File: config.mk
export PLATFORM = sky130hd
export DESIGN_NAME = shift_issue_stage
export DESIGN_NICKNAME = d
export VERILOG_FILES = /design/src/rtl/shift_issue_stage.sv
export SDC_FILE = /design/constraint.sdc
export NUM_CORES = 1
export LEC_CHECK = 0
export CORE_ASPECT_RATIO = 1.1
export CORE_MARGIN = 3
export CORE_UTILIZATION = 45
export CTS_CLUSTER_SIZE = 30
export DETAILED_ROUTE_END_ITERATION = 6
export GPL_ROUTABILITY_DRIVEN = 0
export PLACE_DENSITY = 0.77
export SKIP_CTS_REPAIR_TIMING = 1
export SYNTH_ARGS = -nofsm -noshare
export SYNTH_HDL_FRONTEND = slang
export SYNTH_SLANG_ARGS = --single-unit
export TNS_END_PERCENT = 10
File: constraint.sdc
create_clock -name clk -period 3.05 [get_ports clk]
set_input_delay 0.7625 -clock clk [delete_from_list [all_inputs] [get_ports clk]]
set_output_delay 0.7625 -clock clk [all_outputs]
set_load 0.02 [all_outputs]
File: src/rtl/shift_issue_stage.sv
`default_nettype none
// ============================================================================
// Module   : shift_issue_stage
// Purpose  : RV32I shift decode/issue stage feeding the barrel shifter through
//            a 2-entry registered skid buffer. Optional strict funct7 checking
//            is enabled by defining SHIFT_STRICT_DECODE_EN.
// Revision : 1.0 - initial release
// ============================================================================
module shift_issue_stage #(
    parameter int N = 32
) (
    input  logic         clk,
    input  logic         rst,
    input  logic         flush,
    input  logic         in_valid,
    output logic         in_ready,
    input  logic [31:0]  in_instr,
    input  logic [N-1:0] in_rs1_val,
    input  logic [N-1:0] in_rs2_val,
    output logic         out_valid,
    input  logic         out_ready,
    output logic [N-1:0] out_a,
    output logic [4:0]   out_shamt,
    output logic [1:0]   out_type,
    output logic [4:0]   out_rd,
    output logic         out_regwrite,
    output logic         out_illegal
);

    localparam logic [6:0] c_op_reg   = 7'b0110011;
    localparam logic [6:0] c_op_imm   = 7'b0010011;
    localparam logic [2:0] c_f3_sll   = 3'b001;
    localparam logic [2:0] c_f3_sr    = 3'b101;
    localparam int         c_pw       = N + 14;

    logic            w_is_reg;
    logic            w_is_imm;
    logic            w_is_sll;
    logic            w_is_sr;
    logic            w_is_shift;
    logic [1:0]      w_type;
    logic [4:0]      w_shamt;
    logic            w_illegal;
    logic            w_regwrite;
    logic [c_pw-1:0] w_new;
    logic            w_accept;
    logic            w_out_free;
    logic            w_unused;

    logic [c_pw-1:0] r_out;
    logic            r_out_valid;
    logic [c_pw-1:0] r_skid;
    logic            r_skid_valid;

    always_comb begin
        w_is_reg   = (in_instr[6:0] == c_op_reg);
        w_is_imm   = (in_instr[6:0] == c_op_imm);
        w_is_sll   = (in_instr[14:12] == c_f3_sll);
        w_is_sr    = (in_instr[14:12] == c_f3_sr);
        w_is_shift = (w_is_reg | w_is_imm) & (w_is_sll | w_is_sr);
        w_type     = w_is_sll ? 2'b01 : (in_instr[30] ? 2'b10 : 2'b00);
        w_shamt    = w_is_reg ? in_rs2_val[4:0] : in_instr[24:20];
`ifdef SHIFT_STRICT_DECODE_EN
        // Only SRA/SRAI may carry 0100000; everything else needs all-zero funct7.
        if (w_is_sr && in_instr[30])
            w_illegal = (in_instr[31:25] != 7'b0100000);
        else
            w_illegal = (in_instr[31:25] != 7'b0000000);
`else
        w_illegal  = 1'b0;
`endif
        w_regwrite = (in_instr[11:7] != 5'd0) & ~w_illegal;
        w_new      = {in_rs1_val, w_shamt, w_type, in_instr[11:7], w_regwrite, w_illegal};
    end

    assign w_unused   = &{1'b0, in_rs2_val[N-1:5], in_instr[31], in_instr[29:25]};

    assign in_ready   = ~r_skid_valid & ~rst;
    // Non-shift beats still handshake (in_ready honoured) but never enter the buffer.
    assign w_accept   = in_valid & in_ready & ~flush & w_is_shift;
    assign w_out_free = ~r_out_valid | out_ready;

    always_ff @(posedge clk) begin
        if (rst) begin
            r_out        <= '0;
            r_out_valid  <= 1'b0;
            r_skid       <= '0;
            r_skid_valid <= 1'b0;
        end else if (flush) begin
            r_out_valid  <= 1'b0;
            r_skid_valid <= 1'b0;
        end else if (w_out_free) begin
            if (r_skid_valid) begin
                // in_ready was low, so no new beat competes with the skid entry.
                r_out        <= r_skid;
                r_out_valid  <= 1'b1;
                r_skid_valid <= 1'b0;
            end else if (w_accept) begin
                r_out        <= w_new;
                r_out_valid  <= 1'b1;
            end else begin
                r_out_valid  <= 1'b0;
            end
        end else if (w_accept) begin
            r_skid       <= w_new;
            r_skid_valid <= 1'b1;
        end
    end

    assign out_valid    = r_out_valid;
    assign out_a        = r_out[c_pw-1 -: N];
    assign out_shamt    = r_out[13:9];
    assign out_type     = r_out[8:7];
    assign out_rd       = r_out[6:2];
    assign out_regwrite = r_out[1];
    assign out_illegal  = r_out[0];

endmodule
`default_nettype wire

==> results of run 1 <==
## area by class of cell
class	count	area [sq um]	share of cell area (%)
multi-input cells	306	2160	38.3
flip-flops and latches	92	1840	32.7
repair buffers	125	1230	21.9
well taps	114	143	2.53
clock buffers	10	128	2.27
clock inverters	6	87.6	1.56
inverters	10	37.5	0.667
## cells by family (layout without fill, tap and decap cells)
kind of cell | count (synthesis) | in the layout | synth area share, %
buffers and inverters | 61 | 151 | 6.96
DFF | 92 | 92 | 43.0
and+or+nand+nor | 66 | 66 | 9.15
muxes | 38 | 38 | 8.89
other | 1 | 1 | 0.0876
AOI/OAI and AO/OA | 201 | 201 | 31.9
## sequential cells by signal (all words and copies together), names as in the netlist
register and cells:
out_valid 1, r_out 45, r_skid 45, r_skid_valid 1
## worst register-to-register path, stage by stage (launching register included)
cell	delay, ps
dfxtp_2	350
nand4bb_1	420
or4_1	610
buf_4	270
o21ai_0	250
a21oi_1	100
## path summary, 6_finish.rpt
| path | slack, ps | cells past startpoint | startpoint | to |
|---|---|---|---|---|
| max | 400 | 6 | in_instr[13] | r_skid[29] |
| min | 480 | 2 | r_out[13] | r_out[13] |
| max reg2reg | 890 | 5 | r_skid_valid | r_skid[29] |
| min reg2reg | 480 | 2 | r_out[13] | r_out[13] |
## power by group through the flow
stage                     Sequential (mW)  Combinational, mW  Clock [mW]
after detailed placement             1.23              0.167           0
final                                1.20              0.168       0.903
after floorplan                      1.23             0.0649           0
after CTS                            1.20              0.168       0.909
after global placement               1.23              0.165           0
after global routing                 1.20              0.181       0.957
## stage by stage
stage	instance area, sq um	util, %	std cells
6_report	5630	62.2	663
5_1_grt	5630	62.2	663
2_1_floorplan	4280	-	459
3_3_place_gp	5410	59.8	647
3_5_place_dp	5410	59.8	647
4_1_cts	5630	62.2	663
## metal layers
metal  vias up  share of wire (%)  wire length [um]
met1      1858                 43              4910
met4         0                1.8               203
met2       122                 50              5620
li1       1876                  -                 -
met3        16                5.5               627
met5         -                  0                 0
## Yosys cell counts
master and number:
o211ai_1 1, nor2_2 1, nand2b_1 3, buf_6 5, o32ai_1 5, o41a_1 1
and3b_1 1, mux2i_1 38, and2_1 2, conb_1 1, nor4bb_1 1, or2_1 1
nor3_1 2, or4_1 1, a311oi_1 1, nand4bb_1 2, buf_1 1, a211oi_1 15
a21boi_0 5, nor2_1 3, inv_1 10, clkbuf_1 28, buf_2 11, nor4_4 1
o21ai_0 40, o41ai_4 1, buf_4 4, a211oi_2 34, nor2_4 1, a21oi_1 98
nand4b_1 1, nor2b_1 1, nand3_1 43, dfxtp_1 92, clkbuf_2 2, nor3b_1 2
==> results.py, run 1 <==
metrics = {
    "run_status": {
        "status": "finished, final reports clean",
    },
    "pwr": {
        "swShare_pct": 22.6,
        "p_leak_nw": 1.69,
        "p_seq_share_pct": 52.8,
        "ir_drop_v": 0.000185,
        "switching_power_mw": 0.514,
        "p_int_mw": 1.76,
        "finalPower_mw": 2.27,
        "power_density_mw_per_mm2": 404,
        "p_comb_share_pct": 7.4,
        "pwr-share-clk_pct": 39.8,
    },
    "floorplan": {
        "initial_core_util_pct": 47.3,
        "core_sq_mm": 0.00905,
        "io_pins": 149,
        "die_area_sq_mm": 0.0107,
        "num_rows": 36,
        "dieHeight_um": 108,
        "die_x_um": 99.0,
    },
    "global_route": {
        "grt_pass1_vias": 3776,
        "grt_overflow": 0,
        "use_met2_pct": 35.1,
        "use_met3_pct": 3.16,
        "use_met1_pct": 27.7,
        "grt_util_all_layers_pct": 21.1,
        "top_usage_layer": "met2",
        "grt_max_degree": 79,
        "grt_pass1_wl_mm": 18.5,
        "antenna_found_initial": 0,
    },
    "layout": {
        "num_antenna_cells": 0,
        "nNetsFinal": 645,
        "mostFrequentLayoutCells": "108 x clkdlybuf4s50_1, 98 x a21oi_1, 91 x dfxtp_1",
        "drive_gt1_share_pct": 13.3,
        "final_common_cell": "clkdlybuf4s50_1",
        "area_growth_pct": 31.5,
        "fillers": 790,
    },
    "timing": {
        "min_period_over_period_pct": 86.9,
        "slew_headroom_pct": 41.8,
        "hold_ws_ps": 479,
        "final_hold_viol_count": 0,
        "drv_slew": 0,
        "clock_skew_ps": 9.88,
        "setup_slack_ps": 398,
        "finalSetupViolCount": 0,
        "tns_ps": 0,
        "tightest_slew_ps": 873,
        "fmax_mhz": 377,
        "period_minus_slack_ps": 2650,
        "rsz0062_at_grt": "no",
    },
    "worst_setup_path": {
        "required_ps": 3250,
        "slowest_delay_ps": 600,
        "cp_slowest_cell": "or4_1",
        "crit_family": "simple AND/OR/NAND/NOR gates",
        "crit_fanout": 40,
        "end_kind": "flip-flop",
        "path_cells": "clkdlybuf4s50_1 > nand4bb_1 > or4_1 > buf_4 > o21ai_0 > a21oi_1",
        "arrival_ps": 2860,
        "worst_setup_path_start_kind": "primary input",
        "crit_buf_inv": 2,
        "critPathKind": "primary input to flip-flop",
    },
    "worst_hold_path": {
        "min_path_type": "flip-flop to flip-flop",
    },
    "logic_synthesis": {
        "syn_avg_cell_area_sq_um": 9.33,
        "syn_area_sq_mm": 0.00428,
        "ys_types": 36,
        "synth_cells": 459,
        "yosysTopAreaCell": "dfxtp_1",
        "ys_ff_latch": 92,
        "yosys_warnings": 0,
        "yosysTopAreaCellShare_pct": 43.0,
        "yosysSeqAreaShare_pct": 43.0,
        "synth_nets": 560,
        "ys_top_cells_by_area": "dfxtp_1 43%, a21oi_1 11%, a211oi_2 9.9%, mux2i_1 8.9%, nand3_1 5.0%",
    },
    "detailed_routing": {
        "drt-total-wl_mm": 11.4,
        "viasPerCell": 5.84,
        "drt_pass1_iterations": 4,
        "drt-initial-drc-count": 188,
        "route.detailed.drc": 0,
        "vias": 3872,
        "ant_nets": 0,
        "routedWlPerCell_um": 17.1,
    },
    "cts": {
        "clockBufferDepth": 2,
        "clkLatencyLatePin_ps": 360,
        "cts.sinks": 92,
        "cts_tree": "yes",
        "htreeDepth": 3,
        "clkTransAtPathRegs_ps": 90,
        "numCtsBuffers": 9,
        "cts_root_buf": "clkbuf_8",
    },
    "placed_design": {
        "place_ws_ps": 59.0,
        "port_buffers": 109,
        "dp.final_hpwl_mm": 7.41,
    },
    "job": {
        "cap_violations": 0,
    },
}
(Power assumes the default switching activity.)
==> run 2, diff against run 1 <==
CORE_UTILIZATION = 47   (was 45)
CTS_BUF_LIST = sky130_fd_sc_hd__clkbuf_4   (was unset)
HOLD_SLACK_MARGIN = 0.02   (was unset)
PLACE_DENSITY = 0.8   (was 0.77)
==> run 2 against run 1 <==
Against the previous run:
- via count is 1.1% lower
- clock skew is 6.2 ps higher
- worst setup slack better by 160 ps
- sequential share of layout area is 0.26 points higher
- global-route usage is 0.31 points higher
- fmax is 6.2% higher
- cell area is 0.80% lower
- count of clock-buffer cells in the layout stayed put
- critical path type unchanged
- critical endpoint is now r_skid[28]
==> results.py, run 2 (synthesis results as in run 1) <==
metrics = {
    "layout": {
        "multi_input_area_sq_mm": 0.00216,
        "drive_gt1_share_pct": 13.3,
        "area_growth_pct": 30.4,
        "mostFrequentLayoutCells": "108 x clkdlybuf4s50_1, 98 x a21oi_1, 91 x dfxtp_1",
        "fillers": 747,
        "seq_area_sq_mm": 0.00184,
        "final_common_cell": "clkdlybuf4s50_1",
        "num_antenna_cells": 0,
        "largest_registers": "r_out: 45 flops, r_skid: 45 flops",
        "fin_area_sq_mm": 0.00558,
        "nNetsFinal": 645,
    },
    "global_route": {
        "antenna_found_initial": 0,
        "grt_util_all_layers_pct": 21.4,
        "grt_pass1_vias": 3746,
        "grt_overflow": 0,
        "grt_max_degree": 88,
        "grt_pass1_wl_mm": 18.5,
    },
    "cts": {
        "cts.sinks": 92,
        "cts_root_buf": "clkbuf_4",
        "clkLatencyLatePin_ps": 420,
        "clkTransAtPathRegs_ps": 150,
        "htreeDepth": 3,
        "clockBufferDepth": 2,
        "cts_tree": "yes",
        "numCtsBuffers": 9,
    },
    "pwr": {
        "swShare_pct": 22.9,
        "ir_drop_v": 0.000197,
        "p_seq_share_pct": 56.6,
        "p_int_mw": 1.64,
        "finalPower_mw": 2.12,
        "pwr-share-clk_pct": 35.5,
        "p_comb_share_pct": 7.9,
        "power_density_mw_per_mm2": 380,
        "switching_power_mw": 0.486,
        "p_leak_nw": 1.66,
    },
    "detailed_routing": {
        "drt_pass1_iterations": 4,
        "drt-total-wl_mm": 11.1,
        "drt-initial-drc-count": 199,
        "vias": 3829,
        "viasPerCell": 5.81,
        "ant_nets": 0,
        "route.detailed.drc": 0,
        "routedWlPerCell_um": 16.9,
    },
    "placed_design": {
        "dpl_cell_area_sq_mm": 0.00542,
        "dp.final_hpwl_mm": 7.44,
        "port_buffers": 109,
    },
    "timing": {
        "drv_slew": 0,
        "hold_ws_ps": 485,
        "tns_ps": 0,
        "slew_headroom_pct": 43.7,
        "tightest_slew_ps": 844,
        "rsz0062_at_grt": "no",
        "clock_skew_ps": 16.1,
        "final_hold_viol_count": 0,
        "period_minus_slack_ps": 2500,
        "fmax_mhz": 401,
        "finalSetupViolCount": 0,
        "min_period_over_period_pct": 81.8,
    },
    "worst_setup_path": {
        "crit_path_end": "r_skid[28]",
        "cp_slowest_cell": "or4_1",
        "arrival_ps": 2770,
        "r2r_slack_ps": 800,
        "end_kind": "flip-flop",
        "path_cells": "clkdlybuf4s50_1 > nand4bb_1 > or4_1 > buf_4 > o21ai_0 > a21oi_1",
        "crit_family": "simple AND/OR/NAND/NOR gates",
        "critPathKind": "primary input to flip-flop",
        "setup.worst_path.start": "in_instr[13]",
        "required_ps": 3320,
        "rr_worst_depth": 5,
        "worstReg2RegEnd": "r_skid[28]",
        "path_depth": 6,
        "slowest_delay_ps": 630,
        "worst_setup_path_start_kind": "primary input",
        "crit_fanout": 27,
        "crit_buf_inv": 2,
        "r2r-start": "r_skid_valid",
    },
    "floorplan": {
        "num_rows": 35,
        "io_pins": 149,
        "dieHeight_um": 106,
        "initial_core_util_pct": 49.6,
        "core_sq_mm": 0.00863,
        "die_x_um": 97.0,
        "die_area_sq_mm": 0.0103,
    },
    "job": {
        "cap_violations": 0,
    },
    "worst_hold_path": {
        "min_path_type": "flip-flop to flip-flop",
    },
    "run_status": {
        "status": "finished, final reports clean",
    },
}
## run 2: routing by layer
layer / vias up / global-route usage (%) / part of all wire, %
li1: 1873 / - / -
met1: 1845 / 27.2 / 42
met2: 102 / 37.5 / 52
met3: 9 / 3.87 / 4.8
met4: 0 / 5.62 / 0.79
met5: - / 0 / 0
## run 2: how the worst min path moves through the flow
stage	start	endpoint	slack [ps]	cells after the start
2_1_floorplan	r_skid[14]	r_skid[14]	450	2
3_3_place_gp	r_skid[7]	r_skid[7]	460	2
3_5_place_dp	r_skid[44]	r_skid[44]	470	2
4_1_cts	r_skid[44]	r_skid[44]	490	2
5_1_grt	r_out[12]	r_out[12]	510	2
6_report	r_skid[38]	r_skid[38]	480	2
## run 2: area by class of cell
type | instances | area share [%]
tap | 111 | 2.49
clock buffer | 10 | 1.34
multi-input combinational | 306 | 38.6
sequential | 92 | 33.0
timing repair buffer | 125 | 22.3
clock inverter | 5 | 1.55
inverter | 10 | 0.672
## run 2: metrics by stage
stage	std cells	util, %	setup WS [ps]
after detailed placement	644	62.8	94.3
final	659	64.7	554
after floorplan	459	-	712
after global placement	644	62.8	200
after CTS	659	64.7	533
after global routing	659	64.7	411
## run 2: power by group through the flow
stage / sequential, mW / combinational [mW] / clock, mW
floorplan: 1.23 / 0.0649 / 0
global placement: 1.23 / 0.164 / 0
detailed placement: 1.23 / 0.167 / 0
CTS: 1.20 / 0.168 / 0.769
global route: 1.20 / 0.181 / 0.823
finish: 1.20 / 0.167 / 0.754
## run 2: tightest hold or removal path, stage by stage (launching register included)
cell     delay (ps)
dfxtp_1         340
o21ai_0          60
a21oi_1          60
==> run 3, diff against run 2 <==
CORE_UTILIZATION = 42   (was 47)
PLACE_DENSITY = 0.75   (was 0.8)
clock period = 2.1 ns   (was 3.05 ns; I/O delays follow)
==> run 3 against run 2 <==
Against the previous run:
- clock power grew 30%
- count of clock-buffer cells in the layout is the same
- wire length grew 6.6%
- sequential power grew 46%
- combinational power grew 55%
- cell count grew 4.2%
- critical endpoint is now r_skid[40]
- highest routed layer unchanged
==> results.py, run 3 (synthesis results as in run 1) <==
metrics = {
    "run_status": {
        "status": "finished, final reports clean",
    },
    "worst_setup_path": {
        "crit_fanout": 19,
        "required_ps": 2410,
        "worst_setup_path_start_kind": "primary input",
        "end_kind": "flip-flop",
        "critPathKind": "primary input to flip-flop",
        "arrival_ps": 2380,
    },
    "detailed_routing": {
        "route.detailed.drc": 0,
        "drt-initial-drc-count": 213,
        "vias": 3931,
        "viasPerCell": 5.72,
        "drt-total-wl_mm": 11.9,
        "drt_pass1_iterations": 6,
        "ant_nets": 0,
        "routedWlPerCell_um": 17.3,
    },
    "floorplan": {
        "core_sq_mm": 0.00989,
        "initial_core_util_pct": 43.3,
        "die_area_sq_mm": 0.0114,
        "num_rows": 38,
        "io_pins": 149,
        "dieHeight_um": 112,
        "die_x_um": 102,
    },
    "global_route": {
        "antenna_found_initial": 1,
        "grt_pass1_wl_mm": 18.8,
        "grt_util_all_layers_pct": 20.5,
        "use_met1_pct": 25.7,
        "grt_overflow": 0,
        "top_usage_layer": "met2",
        "grt_max_degree": 51,
        "use_met3_pct": 3.51,
        "grt_pass1_vias": 3871,
        "use_met2_pct": 33.6,
    },
    "pwr": {
        "ir_drop_v": 0.000255,
        "p_leak_nw": 1.75,
        "power_density_mw_per_mm2": 519,
        "finalPower_mw": 2.99,
    },
    "layout": {
        "fillers": 891,
        "nNetsFinal": 662,
        "drive_gt1_share_pct": 16.4,
        "largest_registers": "r_out: 45 flops, r_skid: 45 flops",
        "mostFrequentLayoutCells": "107 x clkdlybuf4s50_1, 98 x a21oi_1, 91 x dfxtp_1",
        "multi_input_area_sq_mm": 0.00218,
        "final_common_cell": "clkdlybuf4s50_1",
        "area_growth_pct": 34.3,
        "seq_area_sq_mm": 0.00184,
    },
    "worst_hold_path": {
        "min_path_type": "flip-flop to flip-flop",
    },
    "cts": {
        "clkTransAtPathRegs_ps": 140,
        "clockBufferDepth": 2,
        "clkLatencyLatePin_ps": 450,
        "htreeDepth": 3,
        "numCtsBuffers": 9,
        "cts_root_buf": "clkbuf_4",
        "cts.sinks": 92,
        "cts_tree": "yes",
    },
    "timing": {
        "tightest_slew_ps": 577,
        "finalSetupViolCount": 0,
        "final_hold_viol_count": 0,
        "period_minus_slack_ps": 2060,
        "fmax_mhz": 484,
        "rsz0062_at_grt": "yes",
        "clock_skew_ps": 15.4,
        "slew_headroom_pct": 61.6,
        "min_period_over_period_pct": 98.3,
        "drv_slew": 0,
        "tns_ps": 0,
    },
    "placed_design": {
        "dp.final_hpwl_mm": 7.84,
        "port_buffers": 109,
    },
    "job": {
        "cap_violations": 0,
    },
}
==> run 3: cell types whose count changed in the layout (fill, tap and decap cells not counted), sizes merged <==
cell / change
buf: +17
clkinvlp: +2
bufinv: -1
clkdlybuf4s50: -1
clkinv: +1
diode: +1
dlymetal6s2s: +1
inv: -1
==> run 3: per-stage QoR <==
stage	utilization [%]	area, sq um	instances	setup WS [ps]	hold WS, ps
after detailed placement	56.0	5540	667	-480	467
final	58.1	5750	687	35.8	484
after global placement	56.0	5540	667	-423	459
after CTS	57.4	5680	683	-68.3	485
after global routing	58.1	5750	687	-15.6	506
after floorplan	-	4280	459	0.778	454
==> run 3: routing by layer <==
metal  vias to the layer above  wire length, um
li1                       1905                -
met1                      1848             4930
met2                       158             5890
met3                        20              762
met4                         0              293
met5                         -                0
==> run 3: final cells by class <==
class	instances	share of cell area, %
inverters	10	0.653
diodes	1	0.0435
repair buffers	142	24.3
flip-flops and latches	92	32.0
well taps	120	2.61
multi-input cells	306	37.9
clock inverters	6	1.13
clock buffers	10	1.31
==> run 3: report_power, final <==
part,internal [mW],switching [mW],total (mW)
clock network,0.373,0.608,0.981
registers,1.75,0.000313,1.75
logic,0.144,0.115,0.259
total,2.26,0.723,2.99
==> run 3: final timing paths <==
| path | startpoint | slack (ps) | cells after the start | to |
|---|---|---|---|---|
| worst max-delay path | flush | 40 | 6 | r_skid[40] |
| worst max register to register | r_skid_valid | 180 | 7 | r_out[6] |
| worst min-delay path | r_out[12] | 480 | 2 | r_out[12] |
| worst min register to register | r_out[12] | 480 | 2 | r_out[12] |
==> run 3: worst max-delay path, cell delays in order <==
cell and delay [ps]:
clkdlybuf4s50_1 420, or2_1 320, or4_1 600, buf_4 240, o21ai_0 180, a21oi_1 90
==> edit 1: new RTL, flow settings as in run 2 <==
The parameter `N` goes from 32 to 16.
--- a/src/rtl/shift_issue_stage.sv
+++ b/src/rtl/shift_issue_stage.sv
@@ -7,7 +7,7 @@
 // Revision : 1.0 - initial release
 // ============================================================================
 module shift_issue_stage #(
-    parameter int N = 32
+    parameter int N = 16
 ) (
     input  logic         clk,
     input  logic         rst,
Interface: changed (resized in_rs1_val, in_rs2_val and out_a); port bits go from 149 to 101. No check against the original RTL was run, so the function may have changed too.
==> edit 1 against run 2 <==
- power decreased by 31%
- setup slack improved by 49 ps
- routed wire length decreased by 34%
- sequential cell count decreased by 32
- combinational power decreased by 26%
- final area decreased by 31%
- first-iteration DRC count decreased by 17%
- synthesized area decreased by 32%
==> edit 1: results <==
[power]
netSwitchingPower_w = 0.0003222
powerSeq_w = 0.000783
combPwrFrac_pct = 8.4
p_leak_nw = 1.189

[global_routing]
grt_pass1_vias = 2634
grt_use_met3_pct = 5.295
grt_pass1_wl_um = 12190
grt_util_met1_pct = 26.69
grt_use_total_pct = 21.82

[critical_path]
cpPeakStageDelay_ps = 690
rr_worst_depth = 6
critPathSlowestCell = "or4_4"
critPathLaunch = "flush"
rrSetupSlack_ps = 1080

[logic_synthesis]
seq_area_frac_synth_pct = 41.56
synth_area_leaders = "dfxtp_1 (42%), a21oi_1 (9.7%), mux2i_1 (7.6%), a211oi_1 (6.0%), nand3_1 (4.7%)"
ys_top_cells_by_count = "dfxtp_1 (60), a21oi_1 (56), nand3_1 (27)"
synth_cell_types = 38

[min_path]
hold_start = "r_skid[4]"

[clocking]
path_clk_slew_ps = 100

[run_status]
status = "completed"

[place]
place_hpwl_um = 4865
portBuffers = 77
dpl_worst_slack_ps = 204.5
dpl-instance-area_um2 = 3701

[drt]
wl_met3_um = 344
drt-initial-drc-count = 166
wl_met2_um = 3719
wirelength_um = 7334

[timing]
finClkSkew_ps = 9.732
whs_ps = 480.9

[final_layout]
drive_above_1_share_pct = 15.50
==> edit 1: changes by cell type in the layout (fill, tap and decap cells not counted), sizes merged, moves of 16 or more <==
cell,run 2,this run
a211oi,49,33
o21ai,40,24
clkdlybuf4s50,108,76
nand3,43,27
a21oi,98,66
dfxtp,92,60
mux2i,38,22
==> edit 1: final cells by class <==
cell class	count	area, um2
flip-flops and latches	60	1202
repair buffers	91	895.9
well taps	77	96.34
inverters	10	37.54
multi-input cells	210	1469
fillers	519	2037
clock buffers	14	105.1
clock inverters	2	35.03
==> edit 1: metrics by stage <==
step                      std cells  util [%]
after floorplan                 313         -
after global placement          448     62.96
after detailed placement        448     62.96
after CTS                       464     65.35
after global routing            464     65.35
final                           464     65.35
==> edit 1: logic make-up (layout without fill, tap and decap cells) <==
logic type	Yosys count	after routing	share of synthesized area [%]
AO/OA/AOI/OAI	137	137	31.91
buffers and inverters	43	117	8.095
flip-flops	60	60	41.56
multiplexers	22	22	7.619
other	1	1	0.1297
AND/OR/NAND/NOR	50	50	10.69
==> edit 2: new RTL, flow settings as in run 2 <==
Without the edit above. Reset style: asynchronous (`rst`), changed in one clocked block.
--- a/src/rtl/shift_issue_stage.sv
+++ b/src/rtl/shift_issue_stage.sv
@@ -80,7 +80,7 @@
     assign w_accept   = in_valid & in_ready & ~flush & w_is_shift;
     assign w_out_free = ~r_out_valid | out_ready;
 
-    always_ff @(posedge clk) begin
+    always_ff @(posedge clk or posedge rst) begin
         if (rst) begin
             r_out        <= '0;
             r_out_valid  <= 1'b0;
Check against the original RTL: differs if rst is asserted again (counterexample within 4 cycles, from zero or initial values and one cycle with rst high); with rst held inactive, the same outputs for 4 cycles.
==> edit 2 against run 2 <==
- count of clock-buffer cells in the layout is 3 higher
- power is 4.4% lower
- final area is 2.1% higher
- hold slack worse by 8.3 ps
- synthesized area is 3.0% higher
- setup slack worse by 230 ps
- register-to-register slack better by 260 ps
- sequential cell count stayed put
- routed wire length is 15% lower
- non-clock buffer count is 5 lower
==> edit 2: results <==
[place]
place_hpwl_um = 6459
dpl-instance-area_um2 = 5588
placed_cells = 585
portBuffers = 109

[final_layout]
post_layout_nonfiller_instances = 600
fillers = 735
drive_above_1_share_pct = 23.46
final_nets = 583

[global_routing]
grt_max_degree = 93
grt_pass1_vias = 3229
grt_pass1_wl_um = 15830
grt_use_total_pct = 18.74

[critical_path]
worstReg2RegStart = "r_skid_valid"
rr_worst_depth = 5
cp_max_fo = 3
cpPeakStageDelay_ps = 610
rrSetupSlack_ps = 1060
r2r-end = "r_out[21]"
critPathSlowestCell = "clkdlybuf4s50_1"

[power]
peakVddDrop_uv = 174.9
p_leak_nw = 2.816

[clocking]
path_clk_slew_ps = 130

[logic_synthesis]
synthCells = 376
synth_area_leaders = "dfrtp_1 (52%), mux2_4 (14%), mux2_2 (11%), nand2_1 (10%), buf_12 (1.8%)"
syn_nets = 477
async_reset_ff_share_pct = 100.0
synth_cell_types = 31

[drt]
met1_length_um = 4223
drt-initial-drc-count = 99
wl_met2_um = 4722
firstDrtPassIters = 4
wl_met3_um = 417

[timing]
finClkSkew_ps = 13.73
whs_ps = 476.6
slew-limit-headroom_pct = 66.56

[run_status]
status = "completed"

[min_path]
hold_start = "r_skid[17]"
[edit 2: cell types whose count changed after synthesis, sizes merged, moves of 43 or more]
cell and change:
mux2 +82, a21oi -91, dfxtp -92, dfrtp +92, nand2 +117, nand3 -43
a211oi -49
[edit 2: area by class of cell]
cell class	instances	area [um2]	area share, %
sequential	92	2303	40.43
multi-input combinational	253	1904	33.42
timing repair buffer	120	1211	21.26
tap	114	142.6	2.503
clock buffer	13	97.59	1.713
inverter	6	26.28	0.4611
clock inverter	2	12.51	0.2196
[edit 2: metrics by stage]
step           worst slack, ps  util [%]
2_1_floorplan            749.9         -
3_3_place_gp             189.2     62.03
3_5_place_dp             149.4     62.03
4_1_cts                  317.4     63.25
5_1_grt                  254.5     63.25
6_report                 329.0     63.25
[edit 2: metal layers]
layer	global-route usage, %	vias up
li1	-	1473
met1	24.65	1549
met2	30.58	86
met3	3.370	12
met4	7.902	0
met5	0	-
[edit 2: cells by family (layout without fill, tap and decap cells)]
group,after synthesis,count (layout),synth area share [%]
DFF,92,92,52.24
other,1,1,0.08510
and+or+nand+nor,142,142,13.57
buffers and inverters,31,141,4.628
muxes,87,87,25.50
AOI/OAI and AO/OA,23,23,3.975
[edit 2: critical path, delay by kind of cell]
family / cells / cell delay, ps
simple gates: 1 / 120
buf+inv: 2 / 1080
[edit 2: worst max-delay path by stage]
stage	startpoint	to	slack (ps)	depth (start not counted)
after global placement	rst	r_out[5]	190	6
after floorplan	in_instr[2]	r_out[13]	750	7
after CTS	rst	in_ready	320	3
after global routing	rst	in_ready	250	3
final	rst	in_ready	330	3
after detailed placement	rst	r_out[21]	150	6
[edit 2: report_power, final]
group | total, W | internal, W | switching, W
Clock | 0.000584 | 0.000201 | 0.000383
Sequential | 0.00123 | 0.00123 | 0.00000521
Combinational | 0.000214 | 0.000130 | 0.0000842
